<file path="config.mk">
export PLATFORM = sky130hd
export DESIGN_NAME = servo_pwm_driver
export DESIGN_NICKNAME = d
export VERILOG_FILES = /design/src/rtl/servo_pwm_driver.sv
export SDC_FILE = /design/constraint.sdc
export NUM_CORES = 1
export LEC_CHECK = 0
export ABC_CLOCK_PERIOD_IN_PS = 9730
export CAP_MARGIN = 0
export CORE_MARGIN = 2
export CORE_UTILIZATION = 55
export DETAILED_ROUTE_END_ITERATION = 8
export MAX_ROUTING_LAYER = met4
export PLACE_DENSITY = 0.8
export SYNTH_ARGS = -nofsm -noshare
export SYNTH_HDL_FRONTEND = slang
export SYNTH_SLANG_ARGS = --single-unit
</file>
<file path="constraint.sdc">
create_clock -name sclk -period 9.73 [get_ports sclk]
set_input_delay 2.4325 -clock sclk [delete_from_list [all_inputs] [get_ports sclk]]
set_output_delay 2.4325 -clock sclk [all_outputs]
set_load 0.01 [all_outputs]
</file>
<file path="src/rtl/servo_pwm_driver.sv">
// H-bridge servo PWM driver: samples the PID effort once per SAMPLE_DIV periods,
// maps it to a clipped duty, and drives one leg with dead time on reversal.
module servo_pwm_driver #(
    parameter int PERIOD     = 1000,
    parameter int DEADTIME   = 8,
    parameter int SAMPLE_DIV = 4,
    parameter int SHIFT      = 4
) (
    input  logic               sclk,
    input  logic               rst,
    input  logic signed [17:0] uk,
    output logic               sample_en,
    output logic               pwm_a,
    output logic               pwm_b,
    output logic [15:0]        duty,
    output logic               sat
);

    localparam int DIVW = (SAMPLE_DIV > 1) ? $clog2(SAMPLE_DIV) : 1;
    localparam int DTW  = (DEADTIME > 1) ? $clog2(DEADTIME) : 1;
    localparam logic [15:0]     CNT_LAST = 16'(PERIOD - 1);
    localparam logic [DIVW-1:0] DIV_LAST = DIVW'(SAMPLE_DIV - 1);
    localparam logic [DTW-1:0]  DT_LAST  = DTW'((DEADTIME > 0) ? DEADTIME - 1 : 0);
    localparam logic [17:0]     PERIOD18 = 18'(PERIOD);

    typedef enum logic {RUN, DEAD} state_t;

    state_t          state;
    logic [15:0]     cnt;
    logic [DIVW-1:0] div;
    logic [DTW-1:0]  dcnt;
    logic [15:0]     sh_duty;
    logic            sh_dir, sh_sat;
    logic            act_dir;

    logic signed [17:0] s;
    logic [17:0]        mag;
    logic               cap_dir, cap_sat;
    logic [15:0]        cap_duty;
    logic [15:0]        nxt_duty;
    logic               nxt_dir, nxt_sat;
    logic               boundary, enter_dead, drive;

    // 18-bit magnitude holds 131072 for the most negative effort at SHIFT=0.
    always_comb begin
        s        = uk >>> SHIFT;
        cap_dir  = s[17];
        mag      = cap_dir ? 18'(-s) : 18'(s);
        cap_sat  = mag > PERIOD18;
        cap_duty = cap_sat ? 16'(PERIOD) : mag[15:0];
    end

    // A capture landing on the boundary edge goes straight to the active registers.
    always_comb begin
        nxt_duty   = sample_en ? cap_duty : sh_duty;
        nxt_dir    = sample_en ? cap_dir  : sh_dir;
        nxt_sat    = sample_en ? cap_sat  : sh_sat;
        boundary   = (cnt == CNT_LAST);
        enter_dead = (DEADTIME > 0) && (nxt_dir != act_dir) &&
                     (duty != 16'd0) && (nxt_duty != 16'd0);
        drive      = (state == RUN) && (cnt < duty);
    end

    always_ff @(posedge sclk) begin
        if (!rst) begin
            cnt       <= '0;
            div       <= '0;
            dcnt      <= '0;
            state     <= RUN;
            sample_en <= 1'b0;
            sh_duty   <= '0;
            sh_dir    <= 1'b0;
            sh_sat    <= 1'b0;
            duty      <= '0;
            act_dir   <= 1'b0;
            sat       <= 1'b0;
            pwm_a     <= 1'b0;
            pwm_b     <= 1'b0;
        end else begin
            cnt       <= boundary ? 16'd0 : cnt + 16'd1;
            sample_en <= (cnt == 16'd0) && (div == '0);
            pwm_a     <= drive && !act_dir;
            pwm_b     <= drive && act_dir;
            if (sample_en) begin
                sh_duty <= cap_duty;
                sh_dir  <= cap_dir;
                sh_sat  <= cap_sat;
            end
            if (boundary) begin
                div     <= (div == DIV_LAST) ? '0 : div + 1'b1;
                duty    <= nxt_duty;
                act_dir <= nxt_dir;
                sat     <= nxt_sat;
                state   <= enter_dead ? DEAD : RUN;
                dcnt    <= '0;
            end else if (state == DEAD) begin
                if (dcnt == DT_LAST) state <= RUN;
                else                 dcnt  <= dcnt + 1'b1;
            end
        end
    end

endmodule

</file>
==> metrics.log, run 1 <==
[metrics] kind of cell with the highest combined delay on the critical path: simple AND/OR/NAND/NOR gates
[metrics] diode insertion count for antenna repair: 0
[metrics] Max Cap Violations: 0
[metrics] RSZ-0062 raised after global routing: no
[metrics] final antenna-violating net count: 0
[metrics] arrival time of data at the critical path endpoint: 5.35 ns
[metrics] core area: 5570 µm²
[metrics] launch instance of the worst register-to-register path: cnt[0]
[metrics] dpl hpwl: 5390 µm
[metrics] gpl congestion: 0.803
[metrics] relative slew slack: 32.3%
[metrics] multiplexer area fraction after synthesis: 2.66%
[metrics] Post-Synth Adder-Cell Area: 8.60%
[metrics] number of nets in the synthesized netlist: 413
[metrics] Worst path max stage delay: 0.56 ns
[metrics] crit path capture type: register
[metrics] maximum number of pins on one net before global-route repair: 31
[metrics] detailed-router iteration count before antenna repair: 4
[metrics] R2R Setup Slk: 7.10 ns
[metrics] worst slack on hold paths: 0.474 ns
[metrics] per-instance average area after synthesis: 8.63 µm²
[metrics] clock network fraction of total power: 40.8%
[metrics] Synth async-reset ratio: 0%
[metrics] 1st-iter DRT viols: 164
[metrics] number of endpoints failing setup at the final stage: 0
[metrics] initial core utilization: 57.4%
[metrics] Die Width: 80.3 µm
[metrics] number of remaining DRC errors: 0
[metrics] number of cell instances on the worst register-to-register path: 7
[metrics] Post-Synth Simple-Gate Area: 24.1%
[metrics] Worst R2R End: state
[metrics] HP Class: reg2reg
[metrics] Distinct cells, synth: 53
[metrics] clock sink count: 61
[metrics] final global-route overflow total: 0
[metrics] startpoint of the worst hold path: sat
[metrics] final-report hold violation count: 0
[metrics] kind of start point of the critical path: input pin
[metrics] maximum fanout count along the critical path: 10
[metrics] Std-Cell Rows: 27
[metrics] net load switching power: 0.000133 W
[metrics] post-cts repair resize count: 0
[metrics] cell with the largest stage delay on the worst path: or4_4
[metrics] instance count along the most critical hold path: 2
[metrics] main combinational cell family by area after synthesis: simple AND/OR/NAND/NOR gates
[metrics] list of cells traversed by the critical path: clkdlybuf4s50_1, or4_4, or4b_4, o311ai_2, o2111a_2, nand3_2, o21a_1, o31a_1
[metrics] clock slew at reported path FFs: 0.07 ns
[metrics] required arrival time at the worst endpoint: 9.96 ns
[metrics] gate count after technology mapping: 371
[metrics] root buffer cell: clkbuf_8
[metrics] worst skew pair latency: 0.34 ns
[metrics] average vias per placed instance: 5.68
[metrics] antenna violations before repair: 0
[metrics] count of state elements after synthesis: 61
[metrics] Die Outline Area: 6450 µm²
[metrics] via total after detailed routing: 2734
[metrics] final net count: 446
[metrics] layout cell share with drive strength beyond 1: 7.82%
[metrics] layout overhead on the synthesized area: 18.1%
[metrics] number of warnings reported in the yosys synthesis log: 0
[metrics] CTS max path bufs: 2
[metrics] number of pins with negative max-slew slack in the final report: 0
[metrics] run status: completed
[metrics] most frequent cells in the layout: dfxtp_1, nor2_1, clkdlybuf4s50_1
[metrics] Die Span Y: 80.3 µm
[metrics] Power Density: 140 nW/µm²
[metrics] number of enable flip-flop cells after synthesis: 0
[metrics] most used flip-flop cell after synthesis: dfxtp_1
[metrics] fraction of synthesized cell area in xor and xnor cells: 7.11%
[metrics] total routed wirelength: 7430 µm
[metrics] Internal Pwr Total: 0.000396 W
[metrics] first-pass GRT wire length: 12300 µm
[metrics] CTS tree: built
[metrics] end point of the worst hold path: sat
[metrics] count of H-tree levels built during CTS: 3
[metrics] final clock period utilization by the worst path: 52.6%
[metrics] Sequential Power Share: 49.4%
[metrics] most common library cell in the layout ignoring fill and taps: dfxtp_1
[metrics] peak supply drop: 0.121 mV
[metrics] share of synthesized area occupied by flip-flops and latches: 38.1%
[metrics] fraction of power spent switching nets: 25.1%
[metrics] # IOs: 40
[metrics] Buffers on Ports: 35
[metrics] total negative slack: 0 ns
[metrics] buffers and inverters on the worst path: 1
[metrics] area fraction in compound gates after synthesis: 14.2%
[metrics] Leak: 1.49 nW
[metrics] Post-CTS Hold Fix Bufs: 0
[metrics] overall routing resource usage: 25.6%
[metrics] via count of the first global-routing pass: 2585
[metrics] Fin Clk Skew: 0.00946 ns
[metrics] Max Clk Rate: 195 MHz
[metrics] DR WL/cell: 15.5 µm
[metrics] Logic pwr share: 9.8%
[metrics] transition time at the pin with the least slew margin: 1.02 ns
[metrics] Post-CTS Setup Repair Bufs: 0
[metrics] TritonCTS Buffers: 9
[metrics] final critical delay including setup and external delays: 5.12 ns
[metrics] Worst Path Class, Setup: in2reg
[metrics] Mapped Area: 3200 µm²
[tightest hold or removal path, delay by kind of cell, from the launching register on]
| family | cells | cell delay, ns |
|---|---|---|
| flops | 1 | 0.32 |
| simple gates | 1 | 0.05 |
| compound gates | 1 | 0.05 |
[per-layer routing]
layer / vias up / routed length (µm) / track usage (%)
met2: 75 / 3420 / 40.6
met5: - / 0 / -
met3: 7 / 501 / 5.17
met4: 0 / 81 / 8.47
li1: 1375 / - / -
met1: 1277 / 3430 / 32.8
[kinds of logic after synthesis]
logic type / Yosys count
and+or+nand+nor: 150
AOI/OAI and AO/OA: 62
DFF: 61
buffers and inverters: 42
xor gates and xnor gates: 26
adders and majority gates: 22
muxes: 8
[cell usage after synthesis, types with 5 or more instances]
cell type,n,share of area [%]
dfxtp_1,61,38
nor2_1,50,5.9
inv_1,27,3.2
ha_1,22,8.6
nand2_1,20,2.3
xor2_1,16,4.4
nand3_1,14,2.2
and2_1,13,2.5
a21oi_1,12,1.9
clkbuf_1,12,1.4
nor4_1,10,2.0
xnor2_1,10,2.7
nor3_1,9,1.4
o21ai_0,8,1.3
nor3b_1,7,1.6
a21o_1,6,1.4
nand4_1,6,1.2
o22ai_1,6,1.2
o211a_1,5,1.6
[registers in the layout, summed over array words and instances (netlist names)]
register / cells
act_dir: 1
pwm_b: 1
sat: 1
sh_dir: 1
cnt: 16
sample_en: 1
state: 1
sh_sat: 1
dcnt: 3
duty: 16
div: 2
pwm_a: 1
sh_duty: 16
[power by group through the flow]
stage | clock, W | sequential (W) | combinational (W)
4_1_cts | 0.000219 | 0.000261 | 0.0000520
2_1_floorplan | 0 | 0.000264 | 0.0000363
6_report | 0.000216 | 0.000261 | 0.0000522
3_5_place_dp | 0 | 0.000267 | 0.0000515
3_3_place_gp | 0 | 0.000267 | 0.0000506
5_1_grt | 0.000230 | 0.000262 | 0.0000585
[worst max-delay path by stage]
stage | from | end | slack [ns] | cells after the start
2_1_floorplan | uk[6] | state | 4.95 | 8
3_3_place_gp | uk[6] | state | 4.28 | 8
3_5_place_dp | uk[6] | state | 4.28 | 8
4_1_cts | uk[6] | state | 4.62 | 8
5_1_grt | uk[6] | state | 4.45 | 9
6_report | uk[6] | state | 4.61 | 8
[through the flow]
stage	utilization [%]	power, W	setup slack, ns	instance area [µm²]	std cells
floorplan	-	0.000300	4.95	3200	371
global placement	64.4	0.000317	4.28	3590	465
detailed placement	64.4	0.000319	4.28	3590	465
CTS	67.8	0.000533	4.62	3780	481
global route	67.8	0.000550	4.45	3780	481
finish	67.8	0.000530	4.61	3780	481
[area by class of cell]
cell class | count | area [µm²]
clock inverters | 6 | 63.8
clock buffers | 10 | 128
flip-flops and latches | 61 | 1220
inverters | 28 | 105
multi-input cells | 268 | 1810
well taps | 72 | 90.1
fillers | 460 | 1790
repair buffers | 36 | 358
(Power assumes the default switching activity.)
==> run 2, diff against run 1 <==
- ABC_CLOCK_PERIOD_IN_PS: 9730 -> 4600
- CORE_UTILIZATION: 55 -> 50
- PLACE_DENSITY: 0.8 -> 0.77
- clock period: 9.73 -> 4.6 ns (I/O delays scaled with it)
==> metrics.log, run 2 (synthesis gave the netlist of run 1 again) <==
[metrics] run status: completed (unchanged)
[metrics] layout overhead on the synthesized area: 20.4% (was 18.1%)
[metrics] top routing layer used: met4 (unchanged)
[metrics] Max Cap Violations: 0 (unchanged)
[metrics] final-report hold violation count: 0 (unchanged)
[metrics] gpl congestion: 0.815 (was 0.803)
[metrics] Sequential Power Share: 44.3% (was 49.4%)
[metrics] Die Width: 84.0 µm (was 80.3 µm)
[metrics] TritonCTS Buffers: 9 (unchanged)
[metrics] RSZ-0062 raised after global routing: no (unchanged)
[metrics] most frequent cells in the layout: dfxtp_1, nor2_1, clkdlybuf4s50_1 (unchanged)
[metrics] Max Clk Rate: 263 MHz
[metrics] Routed met2 length: 3490 µm (was 3420 µm)
[metrics] final global-route overflow total: 0 (unchanged)
[metrics] clock slew at reported path FFs: 0.07 ns (about the same)
[metrics] crit path capture type: register (unchanged)
[metrics] fraction of power spent switching nets: 22.5% (was 25.1%)
[metrics] Post-CTS Setup Repair Bufs: 0 (unchanged)
[metrics] final antenna-violating net count: 0 (unchanged)
[metrics] largest registers in the final layout: cnt (16), duty (16), sh_duty (16) (unchanged)
[metrics] initial core utilization: 51.0% (was 57.4%)
[metrics] DR WL/cell: 15.6 µm (was 15.5 µm)
[metrics] Die Span Y: 84.0 µm (was 80.3 µm)
[metrics] total negative slack: 0 ns (unchanged)
[metrics] Logic pwr share: 9.8% (about the same)
[metrics] Fin Clk Skew: 0.00554 ns (was 0.00946 ns)
[metrics] Cell Area, Placed: 3610 µm² (was 3590 µm²)
[metrics] Std-Cell Rows: 29 (was 27)
[metrics] CTS max path bufs: 2 (unchanged)
[metrics] Pwr Total: 0.00123 W (was 0.000530 W)
[metrics] HP Class: reg2reg (unchanged)
[metrics] clock sink count: 61 (unchanged)
[metrics] Buffers on Ports: 35 (unchanged)
[metrics] maximum number of pins on one net before global-route repair: 31 (unchanged)
[metrics] diode insertion count for antenna repair: 0 (unchanged)
[metrics] net load switching power: 0.000277 W (was 0.000133 W)
[metrics] via total after detailed routing: 2732 (was 2734)
[metrics] length of routed wiring on met1: 3510 µm (was 3430 µm)
[metrics] Power Density: 320 nW/µm² (was 140 nW/µm²)
[metrics] peak supply drop: 0.222 mV (was 0.121 mV)
[metrics] relative slew slack: 34.3% (was 32.3%)
[metrics] transition time at the pin with the least slew margin: 0.986 ns (was 1.02 ns)
[metrics] most common library cell in the layout ignoring fill and taps: dfxtp_1 (unchanged)
[metrics] post-cts repair resize count: 0 (unchanged)
[metrics] final clock period utilization by the worst path: 82.7%
[metrics] number of cell instances on the worst register-to-register path: 7 (unchanged)
[metrics] Worst Path Class, Setup: in2reg (unchanged)
[metrics] worst skew pair latency: 0.35 ns (was 0.34 ns)
[metrics] Post-CTS Hold Fix Bufs: 0 (unchanged)
[metrics] first-pass GRT wire length: 12700 µm (was 12300 µm)
[metrics] maximum fanout count along the critical path: 10 (unchanged)
[metrics] number of endpoints failing setup at the final stage: 0 (unchanged)
[metrics] root buffer cell: clkbuf_8 (unchanged)
[metrics] overall routing resource usage: 23.5% (was 25.6%)
[metrics] post-route standard cell area excluding fillers: 3850 µm² (was 3780 µm²)
[metrics] via count of the first global-routing pass: 2627 (was 2585)
[metrics] number of pins with negative max-slew slack in the final report: 0 (unchanged)
[metrics] Leak: 1.53 nW (was 1.49 nW)
[metrics] number of remaining DRC errors: 0 (unchanged)
[metrics] CTS tree: built (unchanged)
[metrics] detailed-router iteration count before antenna repair: 4 (unchanged)
[metrics] 1st-iter DRT viols: 167 (was 164)
[metrics] arrival time of data at the critical path endpoint: 4.04 ns (was 5.35 ns)
[metrics] clock network fraction of total power: 45.9% (was 40.8%)
[metrics] kind of start point of the critical path: input pin (unchanged)
[metrics] layout cell share with drive strength beyond 1: 8.52% (was 7.82%)
[metrics] Internal Pwr Total: 0.000955 W (was 0.000396 W)
[metrics] DR WL met3: 436 µm (was 501 µm)
[metrics] antenna violations before repair: 0 (unchanged)
[metrics] # IOs: 40 (unchanged)
[metrics] required arrival time at the worst endpoint: 4.84 ns (was 9.96 ns)
[metrics] Die Outline Area: 7060 µm² (was 6450 µm²)
[metrics] final net count: 448 (was 446)
[metrics] final critical delay including setup and external delays: 3.81 ns
[metrics] dpl hpwl: 5330 µm (was 5390 µm)
[metrics] total routed wirelength: 7630 µm (was 7430 µm)
[metrics] count of H-tree levels built during CTS: 3 (unchanged)
[metrics] instance count along the most critical hold path: 2 (unchanged)
[metrics] core area: 6280 µm² (was 5570 µm²)
[metrics] average vias per placed instance: 5.60 (was 5.68)
==> run 2: per-stage QoR <==
step / std cells / hold WS [ns] / setup WS (ns) / utilization (%)
finish: 488 / 0.464 / 0.794 / 61.4
global route: 488 / 0.496 / 0.643 / 61.4
detailed placement: 472 / 0.460 / 0.453 / 57.5
floorplan: 371 / 0.437 / 1.11 / -
global placement: 472 / 0.441 / 0.490 / 57.5
CTS: 488 / 0.470 / 0.824 / 61.4
==> run 2: critical path: stages <==
cell and delay [ns]:
clkdlybuf4s50_1 0.55, or4_4 0.55, or4b_4 0.52, o311ai_2 0.22
o2111a_2 0.30, nand3_2 0.21, o21a_1 0.25, o31a_1 0.28
==> run 2: layout make-up <==
class,count,area (µm²)
Inverter,28,105
Tap cell,77,96.3
Timing Repair Buffer,38,373
Fill cell,538,2420
Clock buffer,13,179
Sequential cell,61,1220
Multi-Input combinational cell,268,1810
Clock inverter,3,65.1
==> run 2: power by group through the flow <==
stage | logic, W | registers [W] | clock network, W
after floorplan | 0.0000768 | 0.000557 | 0
after global placement | 0.000116 | 0.000557 | 0
after detailed placement | 0.000118 | 0.000558 | 0
after CTS | 0.000120 | 0.000546 | 0.000578
after global routing | 0.000134 | 0.000547 | 0.000594
final | 0.000121 | 0.000546 | 0.000565
==> run 2: final timing paths <==
check,startpoint,end,slack [ns]
worst max-delay path,uk[6],state,0.79
worst min-delay path,sat,sat,0.46
worst max register to register,cnt[0],state,2.01
worst min register to register,sat,sat,0.46
==> run 2: metal layers <==
layer	vias to the layer above	track usage [%]
met5	-	-
met4	0	9.82
met3	15	6.23
met1	1278	30.0
met2	73	35.4
li1	1366	-
==> run 3, diff against run 2 <==
- ABC_CLOCK_PERIOD_IN_PS: 4600 -> 3300
- clock period: 4.6 -> 3.3 ns (I/O delays scaled with it)
==> metrics.log, run 3 (synthesis gave the netlist of run 1 again) <==
[metrics] peak supply drop: 0.348 mV (was 0.222 mV)
[metrics] initial core utilization: 51.0% (unchanged)
[metrics] Std-Cell Rows: 29 (unchanged)
[metrics] root buffer cell: clkbuf_8 (unchanged)
[metrics] clock sink count: 61 (unchanged)
[metrics] Power Density: 405 nW/µm² (was 320 nW/µm²)
[metrics] number of endpoints failing setup at the final stage: 0 (unchanged)
[metrics] Critical path destination: duty[2] (was state)
[metrics] CTS max path bufs: 2 (unchanged)
[metrics] most frequent cells in the layout: dfxtp_1, nor2_1, clkdlybuf4s50_1 (unchanged)
[metrics] via count of the first global-routing pass: 2841 (was 2627)
[metrics] run status: completed (unchanged)
[metrics] net load switching power: 0.000384 W (was 0.000277 W)
[metrics] # IOs: 40 (unchanged)
[metrics] TritonCTS Buffers: 9 (unchanged)
[metrics] Die Outline Area: 7060 µm² (unchanged)
[metrics] worst slack on hold paths: 0.460 ns (was 0.464 ns)
[metrics] CTS tree: built (unchanged)
[metrics] Leak: 1.63 nW (was 1.53 nW)
[metrics] number of remaining DRC errors: 0 (unchanged)
[metrics] count of H-tree levels built during CTS: 3 (unchanged)
[metrics] most common library cell in the layout ignoring fill and taps: dfxtp_1 (unchanged)
[metrics] Die Width: 84.0 µm (unchanged)
[metrics] antenna violations before repair: 0 (unchanged)
[metrics] worst skew pair latency: 0.35 ns (about the same)
[metrics] Sequential Power Share: 47.1% (was 44.3%)
[metrics] layout overhead on the synthesized area: 24.9% (was 20.4%)
[metrics] Buffers on Ports: 35 (unchanged)
[metrics] final clock period utilization by the worst path: 95.0%
[metrics] Worst Path Class, Setup: in2reg (unchanged)
[metrics] Critical path origin: uk[4] (was uk[6])
[metrics] detailed-router iteration count before antenna repair: 5 (was 4)
[metrics] maximum number of pins on one net before global-route repair: 26 (was 31)
[metrics] average vias per placed instance: 5.53 (was 5.60)
[metrics] gpl congestion: 0.888 (was 0.815)
[metrics] Logic pwr share: 12.0% (was 9.8%)
[metrics] overall routing resource usage: 23.7% (was 23.5%)
[metrics] transition time at the pin with the least slew margin: 0.549 ns (was 0.986 ns)
[metrics] final-report hold violation count: 0 (unchanged)
[metrics] layout cell share with drive strength beyond 1: 12.7% (was 8.52%)
[metrics] Max Cap Violations: 0 (unchanged)
[metrics] via total after detailed routing: 2825 (was 2732)
[metrics] RSZ-0062 raised after global routing: no (unchanged)
[metrics] arrival time of data at the critical path endpoint: 3.38 ns (was 4.04 ns)
[metrics] DR WL/cell: 15.2 µm (was 15.6 µm)
[metrics] Worst R2R End: state (unchanged)
[metrics] Pwr Total: 0.00162 W (was 0.00123 W)
[metrics] clock network fraction of total power: 40.8% (was 45.9%)
[metrics] final global-route overflow total: 0 (unchanged)
[metrics] first-pass GRT wire length: 13000 µm (was 12700 µm)
[metrics] crit path capture type: register (unchanged)
[metrics] R2R Setup Slk: 1.00 ns (was 2.01 ns)
[metrics] largest registers in the final layout: cnt (16), duty (16), sh_duty (16) (unchanged)
[metrics] HP Class: reg2reg (unchanged)
[metrics] total routed wirelength: 7790 µm (was 7630 µm)
[metrics] Die Span Y: 84.0 µm (unchanged)
[metrics] launch instance of the worst register-to-register path: cnt[0] (unchanged)
[metrics] required arrival time at the worst endpoint: 3.54 ns (was 4.84 ns)
[metrics] Fin Clk Skew: 0.00780 ns (was 0.00554 ns)
[metrics] Max Clk Rate: 319 MHz
[metrics] core area: 6280 µm² (unchanged)
[metrics] final critical delay including setup and external delays: 3.14 ns
[metrics] diode insertion count for antenna repair: 0 (unchanged)
[metrics] final antenna-violating net count: 0 (unchanged)
[metrics] fraction of power spent switching nets: 23.7% (was 22.5%)
[metrics] maximum fanout count along the critical path: 8 (was 10)
[metrics] number of pins with negative max-slew slack in the final report: 0 (unchanged)
[metrics] Internal Pwr Total: 0.00123 W (was 0.000955 W)
[metrics] final net count: 472 (was 448)
[metrics] relative slew slack: 63.3% (was 34.3%)
[metrics] number of cell instances on the worst register-to-register path: 7 (unchanged)
[metrics] total negative slack: 0 ns (unchanged)
[metrics] kind of start point of the critical path: input pin (unchanged)
[metrics] dpl hpwl: 5740 µm (was 5330 µm)
[metrics] Post-CTS Hold Fix Bufs: 0 (unchanged)
[metrics] clock slew at reported path FFs: 0.07 ns (about the same)
[metrics] 1st-iter DRT viols: 191 (was 167)
## run 3: cell count changes in the layout (fill, tap and decap cells not counted), sizes merged
cell	before	now
clkinv	2	1
buf	3	27
dlymetal6s2s	0	1
clkbuf	13	14
bufinv	2	1
clkdlybuf4s50	35	31
dlygate4sd2	0	3
## run 3: per-stage QoR
stage	setup WS [ns]	cell area (µm²)	util, %	cells
final	0.164	4000	63.7	511
after global routing	0.0115	4000	63.7	511
after CTS	0.0576	3990	63.5	511
after detailed placement	-0.354	3790	60.4	496
after global placement	-0.336	3790	60.4	496
after floorplan	0.131	3200	-	371
## run 3: metal layers
layer | wire length, µm | up-vias | GRT usage [%]
li1 | - | 1425 | -
met3 | 402 | 17 | 4.55
met2 | 3580 | 75 | 38.0
met5 | 0 | - | -
met1 | 3590 | 1308 | 28.6
met4 | 211 | 0 | 11.9
## run 3: what timing repair did
action | in CTS | in global routing
pin swaps | 6 | 6
buffers inserted | 0 | 0
endpoints found under the setup margin | 1 | 4
resized for setup | 4 | 2
gates cloned | 0 | 0
## run 3: worst min path at each step
stage | startpoint | end | slack (ns) | depth (start not counted)
after global placement | sat | sat | 0.44 | 2
after global routing | sh_duty[14] | sh_duty[14] | 0.50 | 1
after detailed placement | sat | sat | 0.45 | 2
final | sat | sat | 0.46 | 2
after floorplan | cnt[0] | cnt[0] | 0.44 | 1
after CTS | sat | sat | 0.46 | 2
## run 3: cell type report
type	instances	area, µm²
well taps	77	96.3
clock buffers	14	163
clock inverters	1	30.0
multi-input cells	268	1830
repair buffers	62	552
inverters	28	105
fillers	506	2280
flip-flops and latches	61	1220
## run 3: worst max-delay path: stages
cell and delay, ns:
clkdlybuf4s50_1 0.46, or4_2 0.64, o21ai_0 0.20, xor2_1 0.12, or3_1 0.36, nand4b_1 0.23, nand3_4 0.17, o22ai_1 0.13
o211a_1 0.24
## run 3: power groups by stage
stage	sequential (W)	combinational [W]	clock, W
after floorplan	0.000777	0.000107	0
after global routing	0.000764	0.000216	0.000693
final	0.000763	0.000195	0.000661
after detailed placement	0.000779	0.000192	0
after global placement	0.000779	0.000189	0
after CTS	0.000763	0.000193	0.000661
